--- src/rtl/seq_multiplier_if.sv ---
// seq_multiplier_if: request/acknowledge bundle between a requester and the iterative multiplier
interface seq_multiplier_if #(parameter int WIDTH = 8);
  logic en;
  logic [WIDTH-1:0] a;
  logic [WIDTH-1:0] b;
  logic is_signed;
  logic [2*WIDTH-1:0] out;
  logic ack;
  logic busy;
  modport master (output en, a, b, is_signed, input out, ack, busy);
  modport slave (input en, a, b, is_signed, output out, ack, busy);
endinterface

--- src/rtl/seq_multiplier.sv ---
// seq_multiplier: shift-add multiplier, one multiplier bit per clock, signed via magnitudes plus a final negate
module seq_multiplier #(
  parameter int WIDTH = 8
) (
  input logic clk,
  input logic reset,
  seq_multiplier_if.slave bus
);
  localparam int CW = $clog2(WIDTH);
  typedef enum logic [1:0] {IDLE, CALC, DONE} state_e;
  state_e state_q, state_d;
  logic [WIDTH-1:0] mcand_q, mcand_d, mplier_q, mplier_d, a_mag, b_mag;
  logic [2*WIDTH-1:0] acc_q, acc_d, out_q, out_d;
  logic [CW-1:0] cnt_q, cnt_d;
  logic neg_q, neg_d, ack_q, ack_d;
  // the magnitude of the most negative value still fits unsigned in WIDTH bits
  assign a_mag = (bus.is_signed && bus.a[WIDTH-1]) ? -bus.a : bus.a;
  assign b_mag = (bus.is_signed && bus.b[WIDTH-1]) ? -bus.b : bus.b;
  always_comb begin
    state_d = state_q;
    mcand_d = mcand_q;
    mplier_d = mplier_q;
    acc_d = acc_q;
    cnt_d = cnt_q;
    neg_d = neg_q;
    out_d = out_q;
    ack_d = 1'b0;
    case (state_q)
      IDLE: if (bus.en) begin
        mcand_d = a_mag;
        mplier_d = b_mag;
        neg_d = bus.is_signed & (bus.a[WIDTH-1] ^ bus.b[WIDTH-1]);
        acc_d = '0;
        cnt_d = '0;
        state_d = CALC;
      end
      CALC: begin
        acc_d = acc_q + (mplier_q[0] ? ({{WIDTH{1'b0}}, mcand_q} << cnt_q) : '0);
        mplier_d = mplier_q >> 1;
        cnt_d = cnt_q + 1'b1;
        state_d = (cnt_q == CW'(WIDTH - 1)) ? DONE : CALC;
      end
      DONE: begin
        out_d = neg_q ? -acc_q : acc_q;
        ack_d = 1'b1;
        state_d = IDLE;
      end
      default: state_d = IDLE;
    endcase
  end
  always_ff @(posedge clk) begin
    if (reset) begin
      state_q <= IDLE;
      mcand_q <= '0;
      mplier_q <= '0;
      acc_q <= '0;
      cnt_q <= '0;
      neg_q <= 1'b0;
      out_q <= '0;
      ack_q <= 1'b0;
    end else begin
      state_q <= state_d;
      mcand_q <= mcand_d;
      mplier_q <= mplier_d;
      acc_q <= acc_d;
      cnt_q <= cnt_d;
      neg_q <= neg_d;
      out_q <= out_d;
      ack_q <= ack_d;
    end
  end
  // the ack cycle is already IDLE but still counts as busy
  assign bus.busy = (state_q != IDLE) | ack_q;
  assign bus.out = out_q;
  assign bus.ack = ack_q;
endmodule
--- src/flat_wrapper.sv ---
// flat-port wrapper written by rule: the top's interface ports become plain ports
module seq_multiplier_flat 
#(
  parameter int WIDTH = 8
)
  (clk, reset, bus_en, bus_a, bus_b, bus_is_signed, bus_out, bus_ack, bus_busy);
  seq_multiplier_if #(.WIDTH(WIDTH)) bus_i ();
  input logic clk;
  input logic reset;
  input wire logic [$bits(bus_i.en)-1:0] bus_en;
  input wire logic [$bits(bus_i.a)-1:0] bus_a;
  input wire logic [$bits(bus_i.b)-1:0] bus_b;
  input wire logic [$bits(bus_i.is_signed)-1:0] bus_is_signed;
  output wire logic [$bits(bus_i.out)-1:0] bus_out;
  output wire logic [$bits(bus_i.ack)-1:0] bus_ack;
  output wire logic [$bits(bus_i.busy)-1:0] bus_busy;
  assign bus_i.en = bus_en;
  assign bus_i.a = bus_a;
  assign bus_i.b = bus_b;
  assign bus_i.is_signed = bus_is_signed;
  assign bus_out = bus_i.out;
  assign bus_ack = bus_i.ack;
  assign bus_busy = bus_i.busy;
  seq_multiplier #(.WIDTH(WIDTH)) u_core (.clk(clk), .reset(reset), .bus(bus_i));
endmodule
--- config.mk ---
export PLATFORM = sky130hd
export DESIGN_NAME = seq_multiplier_flat
export DESIGN_NICKNAME = d
export VERILOG_FILES = /design/src/rtl/seq_multiplier_if.sv /design/src/rtl/seq_multiplier.sv /design/src/flat_wrapper.sv
export SDC_FILE = /design/constraint.sdc
export NUM_CORES = 1
export LEC_CHECK = 0
export CAP_MARGIN = 25
export CELL_PAD_IN_SITES_DETAIL_PLACEMENT = 0
export CELL_PAD_IN_SITES_GLOBAL_PLACEMENT = 2
export CORE_UTILIZATION = 34
export DETAILED_ROUTE_END_ITERATION = 8
export PLACE_DENSITY_LB_ADDON = 0.3
export SETUP_SLACK_MARGIN = 0.05
export SKIP_CTS_REPAIR_TIMING = 1
export SLEW_MARGIN = 25
export SYNTH_ARGS = -nofsm -noshare
export SYNTH_HDL_FRONTEND = slang
export SYNTH_SLANG_ARGS = --single-unit
--- constraint.sdc ---
create_clock -name clk -period 3.8 [get_ports clk]
set_clock_uncertainty 0.1 [all_clocks]
set_input_delay 0.76 -clock clk [delete_from_list [all_inputs] [get_ports clk]]
set_output_delay 0.76 -clock clk [all_outputs]
set_load 0.01 [all_outputs]
# Yosys cells after proc, flatten, opt, wreduce, memory -nomap -nowiden
# Index checks and enable logic that the tools add are counted.
[totals]
reg_bits = 55
output_inout_bits = 18
elab_cells = 42
[classes]
shift = 1
n_mux = 14
bitwise_logic = 3
add_sub_neg = 5
n_reduce_logical = 7
eq_ne = 4
[op_table]
columns = ["operator", "n"]
rows = [
  ["2-to-1 mux 16 bit", 3],
  ["one-hot mux 16 bit (2 select lines)", 1],
  ["2-to-1 mux 8 bit", 3],
  ["adder 16 bit", 1],
  ["negator 16 bit", 1],
  ["negator 8 bit", 2],
  ["one-hot mux 8 bit (2 select lines)", 1],
  ["<< shifter 8 x 3 -> 16 bit", 1],
  ["one-hot mux 3 bit (2 select lines)", 1],
  ["2-to-1 mux 2 bit", 2],
  ["one-hot mux 2 bit (2 select lines)", 1],
  ["AND reduction 2 bit", 2],
  ["nonzero test 2 bit", 2],
  ["adder 3 x 1 -> 3 bit, second input constant", 1],
  ["== test 3 bit, second input constant", 1],
  ["2-to-1 mux 3 bit", 1],
  ["== test 2 x 1 -> 1 bit, second input constant", 1],
  ["== test 2 bit, second input constant", 1],
  ["logical AND 1 bit", 2],
  ["logical NOT 2 bit", 1],
  ["!= test 2 bit, second input constant", 1],
  ["bitwise AND 1 bit", 1],
  ["2-to-1 mux 1 bit", 1],
  ["bitwise OR 1 bit", 1],
  ["bitwise XOR 1 bit", 1],
]

# Depth between registers and ports, before layout
# Gate-level depths: netlist (run 1).
[logic_depth]
ltp_word = 4
ltp_mapped = 14
mapped_depth_nobuf = 12

# Least setup slack after synthesis (run 1)
# No wires, ideal clock.
[synth_path]
path_kind = "register to register"
startpoint = "register u_core.cnt_q[1]"
endpoint = "register u_core.acc_q[15]"
path_buffers = 2
path_stages_with_launch = 13
required_time_ns = 3.579
synth_period_minus_slack_ns = 3.061
path_slack_ns = 0.739
arrival_time_ns = 2.840
setup_time_ns = 0.121
cell_sequence = "dfxtp_1 -> clkbuf_1 -> clkbuf_1 -> mux2i_1 -> mux2i_1 -> o211a_1 -> ha_1 -> and2_1 -> and3_1 -> o21ai_0 -> a21oi_1 -> o221ai_1 -> mux2_2"
[synth_between]
elab_chain_cells = 4
[synth_lines]
columns = ["element", "line_no", "text"]
rows = [
  ["from (decl)", "seq_multiplier.sv:14", "logic [CW-1:0] cnt_q, cnt_d;"],
  ["from (signal assigned)", "seq_multiplier.sv:66", "cnt_q <= cnt_d;"],
  ["<< shifter 8 x 3 -> 16 bit", "seq_multiplier.sv:38", "acc_d = acc_q + (mplier_q[0] ? ({{WIDTH{1'b0}}, mcand_q} << cnt_q) : '0);"],
  ["2-to-1 mux 16 bit", "seq_multiplier.sv:38", ""],
  ["adder 16 bit", "seq_multiplier.sv:38", ""],
  ["one-hot mux 16 bit (2 select lines)", "seq_multiplier.sv:28", "case (state_q)"],
  ["to (signal assigned)", "seq_multiplier.sv:56", "acc_q <= '0;"],
  ["to (signal assigned)", "seq_multiplier.sv:65", "acc_q <= acc_d;"],
  ["to (decl)", "seq_multiplier.sv:13", "logic [2*WIDTH-1:0] acc_q, acc_d, out_q, out_d;"],
]
# Every way passes these cells.
# A chain may end at the register's enable or synchronous reset.

# Worst setup path after layout (run 1)
# Ends and elaborated chain as after synthesis.

==> results of run 1 <==
-- report_power, final --
part           switching [mW]  internal (mW)
combinational          0.0860         0.0711
sequential             0.0237          0.592
clock                   0.188          0.194
-- worst max-delay path, cell delays in order, from the launching register on --
cell and delay, ns:
sky130_fd_sc_hd__dfxtp_1 0.68, sky130_fd_sc_hd__mux2i_1 0.28, sky130_fd_sc_hd__nor2_1 0.06, sky130_fd_sc_hd__a31oi_1 0.22
sky130_fd_sc_hd__nand2_1 0.08, sky130_fd_sc_hd__o211a_1 0.14, sky130_fd_sc_hd__ha_1 0.35, sky130_fd_sc_hd__and2_1 0.16
sky130_fd_sc_hd__and3_1 0.24, sky130_fd_sc_hd__o21ai_0 0.14, sky130_fd_sc_hd__a21oi_1 0.27, sky130_fd_sc_hd__o221ai_1 0.20
sky130_fd_sc_hd__mux2_2 0.29
-- registers in the layout, summed over array words and instances (netlist names) --
| name | flops |
|---|---|
| u_core.acc_q | 16 |
| u_core.bus.out | 16 |
| u_core.mcand_q | 8 |
| u_core.mplier_q | 8 |
| u_core.cnt_q | 3 |
| u_core.state_q | 2 |
| u_core.bus.ack | 1 |
| u_core.neg_q | 1 |
-- routing by layer --
layer	up-vias	track usage [%]
li1	1657	-
met1	1410	21.8
met2	46	25.7
met3	10	2.26
met4	0	3.98
met5	-	0
-- stage by stage --
step | worst slack [ns] | hold WS, ns
after CTS | 0.514 | 0.365
after detailed placement | 0.513 | 0.350
final | 0.499 | 0.361
after global placement | 0.573 | 0.342
after floorplan | 0.739 | 0.337
after global routing | 0.219 | 0.385
-- final cells by class --
cell class                 count  share of cell area, %
clock buffer                   6                   1.77
clock inverter                 1                  0.731
inverter                      14                   1.28
multi-input combinational    349                   56.1
sequential                    55                   26.8
tap                          133                   4.05
timing repair buffer          39                   9.26
-- logic make-up (layout without fill, tap and decap cells) --
group | count (synthesis) | in the layout | synth area share [%]
buffers and inverters | 39 | 60 | 4.14
adder cells (fa/ha/maj) | 21 | 21 | 7.64
multiplexers | 14 | 14 | 4.17
AO/OA/AOI/OAI | 130 | 130 | 25.1
flip-flops | 55 | 55 | 31.1
AND/OR/NAND/NOR | 153 | 153 | 20.2
XOR/XNOR | 31 | 31 | 7.67
-- worst max-delay path by stage --
stage | from | end | slack (ns) | depth (start not counted)
5_1_grt | u_core.cnt_q[1] | u_core.acc_q[15] | 0.22 | 11
6_report | u_core.cnt_q[1] | u_core.acc_q[15] | 0.50 | 12
4_1_cts | u_core.cnt_q[1] | u_core.acc_q[15] | 0.51 | 12
2_1_floorplan | u_core.cnt_q[1] | u_core.acc_q[15] | 0.74 | 12
3_3_place_gp | u_core.cnt_q[2] | u_core.acc_q[14] | 0.57 | 11
3_5_place_dp | u_core.cnt_q[1] | u_core.acc_q[15] | 0.51 | 12
-- cells in the final DEF (no fill, tap or decap), types with 4 or more instances in the layout --
cell,instances
sky130_fd_sc_hd__a31oi_1,4
sky130_fd_sc_hd__o21ai_0,25
sky130_fd_sc_hd__a311oi_1,4
sky130_fd_sc_hd__nand2_1,22
sky130_fd_sc_hd__nor2b_1,9
sky130_fd_sc_hd__clkdlybuf4s50_1,36
sky130_fd_sc_hd__ha_1,20
sky130_fd_sc_hd__clkbuf_8,5
sky130_fd_sc_hd__and2_1,4
sky130_fd_sc_hd__nand3_1,9
sky130_fd_sc_hd__and3_1,4
sky130_fd_sc_hd__a21oi_1,27
sky130_fd_sc_hd__a22oi_1,9
sky130_fd_sc_hd__o31ai_1,4
sky130_fd_sc_hd__or3_1,6
sky130_fd_sc_hd__inv_1,14
sky130_fd_sc_hd__xor2_1,21
sky130_fd_sc_hd__dfxtp_1,55
sky130_fd_sc_hd__a211oi_1,23
sky130_fd_sc_hd__nor3_1,11
sky130_fd_sc_hd__mux2_2,6
sky130_fd_sc_hd__mux2i_1,8
sky130_fd_sc_hd__a22o_1,7
sky130_fd_sc_hd__xnor2_1,10
sky130_fd_sc_hd__nor2_1,71
sky130_fd_sc_hd__nand2b_1,4
==> summary by stage, run 1 <==
Worst setup path
The nature of the critical path startpoint is a register. The cell depth of the worst flop-to-flop path is 12. The arrival time of the worst setup path is 3.41 ns.

The data required time of the worst path is 3.91 ns. The endpoint of the lowest-slack register-to-register path is u_core.acc_q[15]. The register-to-register setup slack is 0.50 ns. The biggest fanout along the worst timing path is 15.

The worst setup path is captured at a register. The classification of the worst setup path is reg -> reg. The startpoint identified for the worst register-to-register timing path is u_core.cnt_q[1].

Yosys
By count the netlist is led by sky130_fd_sc_hd__nor2_1 (71), sky130_fd_sc_hd__dfxtp_1 (55), sky130_fd_sc_hd__a21oi_1 (27). The net count after synthesis is 484. The count of distinct cell types in the synthesized netlist is 53.

For this run, asynchronously set or reset flops after synthesis account for 0%. Dividing the synthesized area by the synthesized cell count gives 7.99 sq um. Yosys mapped a number of flops with a built-in enable equal to 0. The largest area contributor in the netlist is sky130_fd_sc_hd__dfxtp_1.

The yosys synthesis warning count is 0. Summed over its instances, the top area cell type makes up 31.1% of the synthesized netlist area. The portion of the post-synthesis area used by sequential elements is 31.1%. The cell area after synthesis is 3540 sq um. After synthesis, the cell types taking the most area are sky130_fd_sc_hd__dfxtp_1 (31%), sky130_fd_sc_hd__nor2_1 (7.5%), sky130_fd_sc_hd__ha_1 (7.1%). Counting flops and latches in the post-synthesis netlist gives 55. The most instantiated flip-flop cell in the synthesis netlist is sky130_fd_sc_hd__dfxtp_1. The most common cell in the synthesized netlist is sky130_fd_sc_hd__nor2_1. In the synthesized netlist, the number of instances is 443.

GRT
The global-route usage over all layers is 15.8%. The via count of the first global-routing pass came to 2,948. Entering global routing, the biggest net connects 50 pins. The number of antenna violations at the first check in global routing came to 0. The first-pass GRT wire length is 14.2 mm. Summed over all layers, the global routing overflow is 0.

Route
The detailed router put a total of 4.41 mm of wire on met1. The initial detailed-routing violation count is 117. The detailed router placed 3,123 vias in this run. The pre-antenna-repair detailed-routing pass consisted of 4 iterations.

The top routing layer in use is met4. The average wire per standard cell is 14.1 um. The number of nets with antenna violations after routing is 0. The total detailed-routing wirelength is 8.42 mm. The residual DRC count is 0. The routed design uses 3.68 mm of met2 wire. The via count normalized by instance count is 5.23. The met3 wire length is 227 um.

Cells and area
From synthesis to final layout, the design area changed by 16.1%. Registers take 1100 sq um. For this run, the number of standard cells in the final layout without fillers is 597.

The design area is 4110 sq um. The final-layout fill cell count is 1,048. The fraction of final layout cells with drive strength greater than 1 is 4.74%. The final cell utilization of the core is 41.4%. The area of combinational cells with multiple inputs is 2300 sq um.

The final net count is 505. The diode insertion count for antenna repair is 0.

Min path
The hold path endpoint is u_core.bus.out[5]. The worst hold path depth is 2. The worst hold path startpoint is u_core.bus.out[5]. The type of the tightest min-delay check is reg -> reg.

Timing
The number of hold violations in the final report is 0. For the pin with the worst max-slew slack, the measured transition is 0.897 ns. The peak clock frequency supported by timing is 0.303 GHz. For the final routed database, the setup TNS stands at 0 ns. Setup violations remaining at the end of the flow were counted as 0. The final critical path takes up 86.9% of the cycle. Setup repair after global routing left no endpoint under its margin. The count of pins over their slew limit is 0. Subtracting the final worst setup slack from the clock period gives 3.30 ns. The relative slew slack is 40.2%.

Die
The floorplan has 36 rows. The die covers 10,800 sq um. The core region is 9910 sq um. For this configuration, the core starts out at a cell density of 35.7%.

The die height is 104 um. In this run the count of I/O pins placed on the die edge is 38. The die is 104 um wide.

Place
The cell area reported after detailed placement is 4000 sq um. The count of port buffers added during placement is 37. The final weighted congestion in routability-driven placement is 0.847. The number of instances in the placed design is 590. The estimated wirelength of the detail-placed design is 6.48 mm.

Clocking
Clock latency on the worst-skew pair, taken at its later pin, is 0.31 ns. The H-tree generated during clock tree synthesis spans 2 levels. In this run, CTS created clock tree buffers numbering 5. The clock tree from TritonCTS is built. Counting every sink on the clock net gives 55. The maximum root-to-sink buffer count is 2. After clock tree synthesis, the clock-pin slew on the worst setup and hold paths is 0.10 ns. The buffer type at the clock tree root is sky130_fd_sc_hd__clkbuf_8.

Power
Across the VDD grid, the largest voltage drop is 0.180 mV. After layout, the design draws a total of 1.16 mW. In this run the static leakage power is 1.56 nW. The areal power density over the cells is 281 nW/um^2.

Outcome
The run finished with clean final reports.

Job
Across the run, the number of max-cap violations was 0.
Note: power is estimated with default switching activity, not from simulation.
==> run 2: changes to the inputs <==
- GPL_ROUTABILITY_DRIVEN: not set -> 0
==> results of run 2 <==
Same layout as run 1: the final DEF is identical, and so are final timing and power.
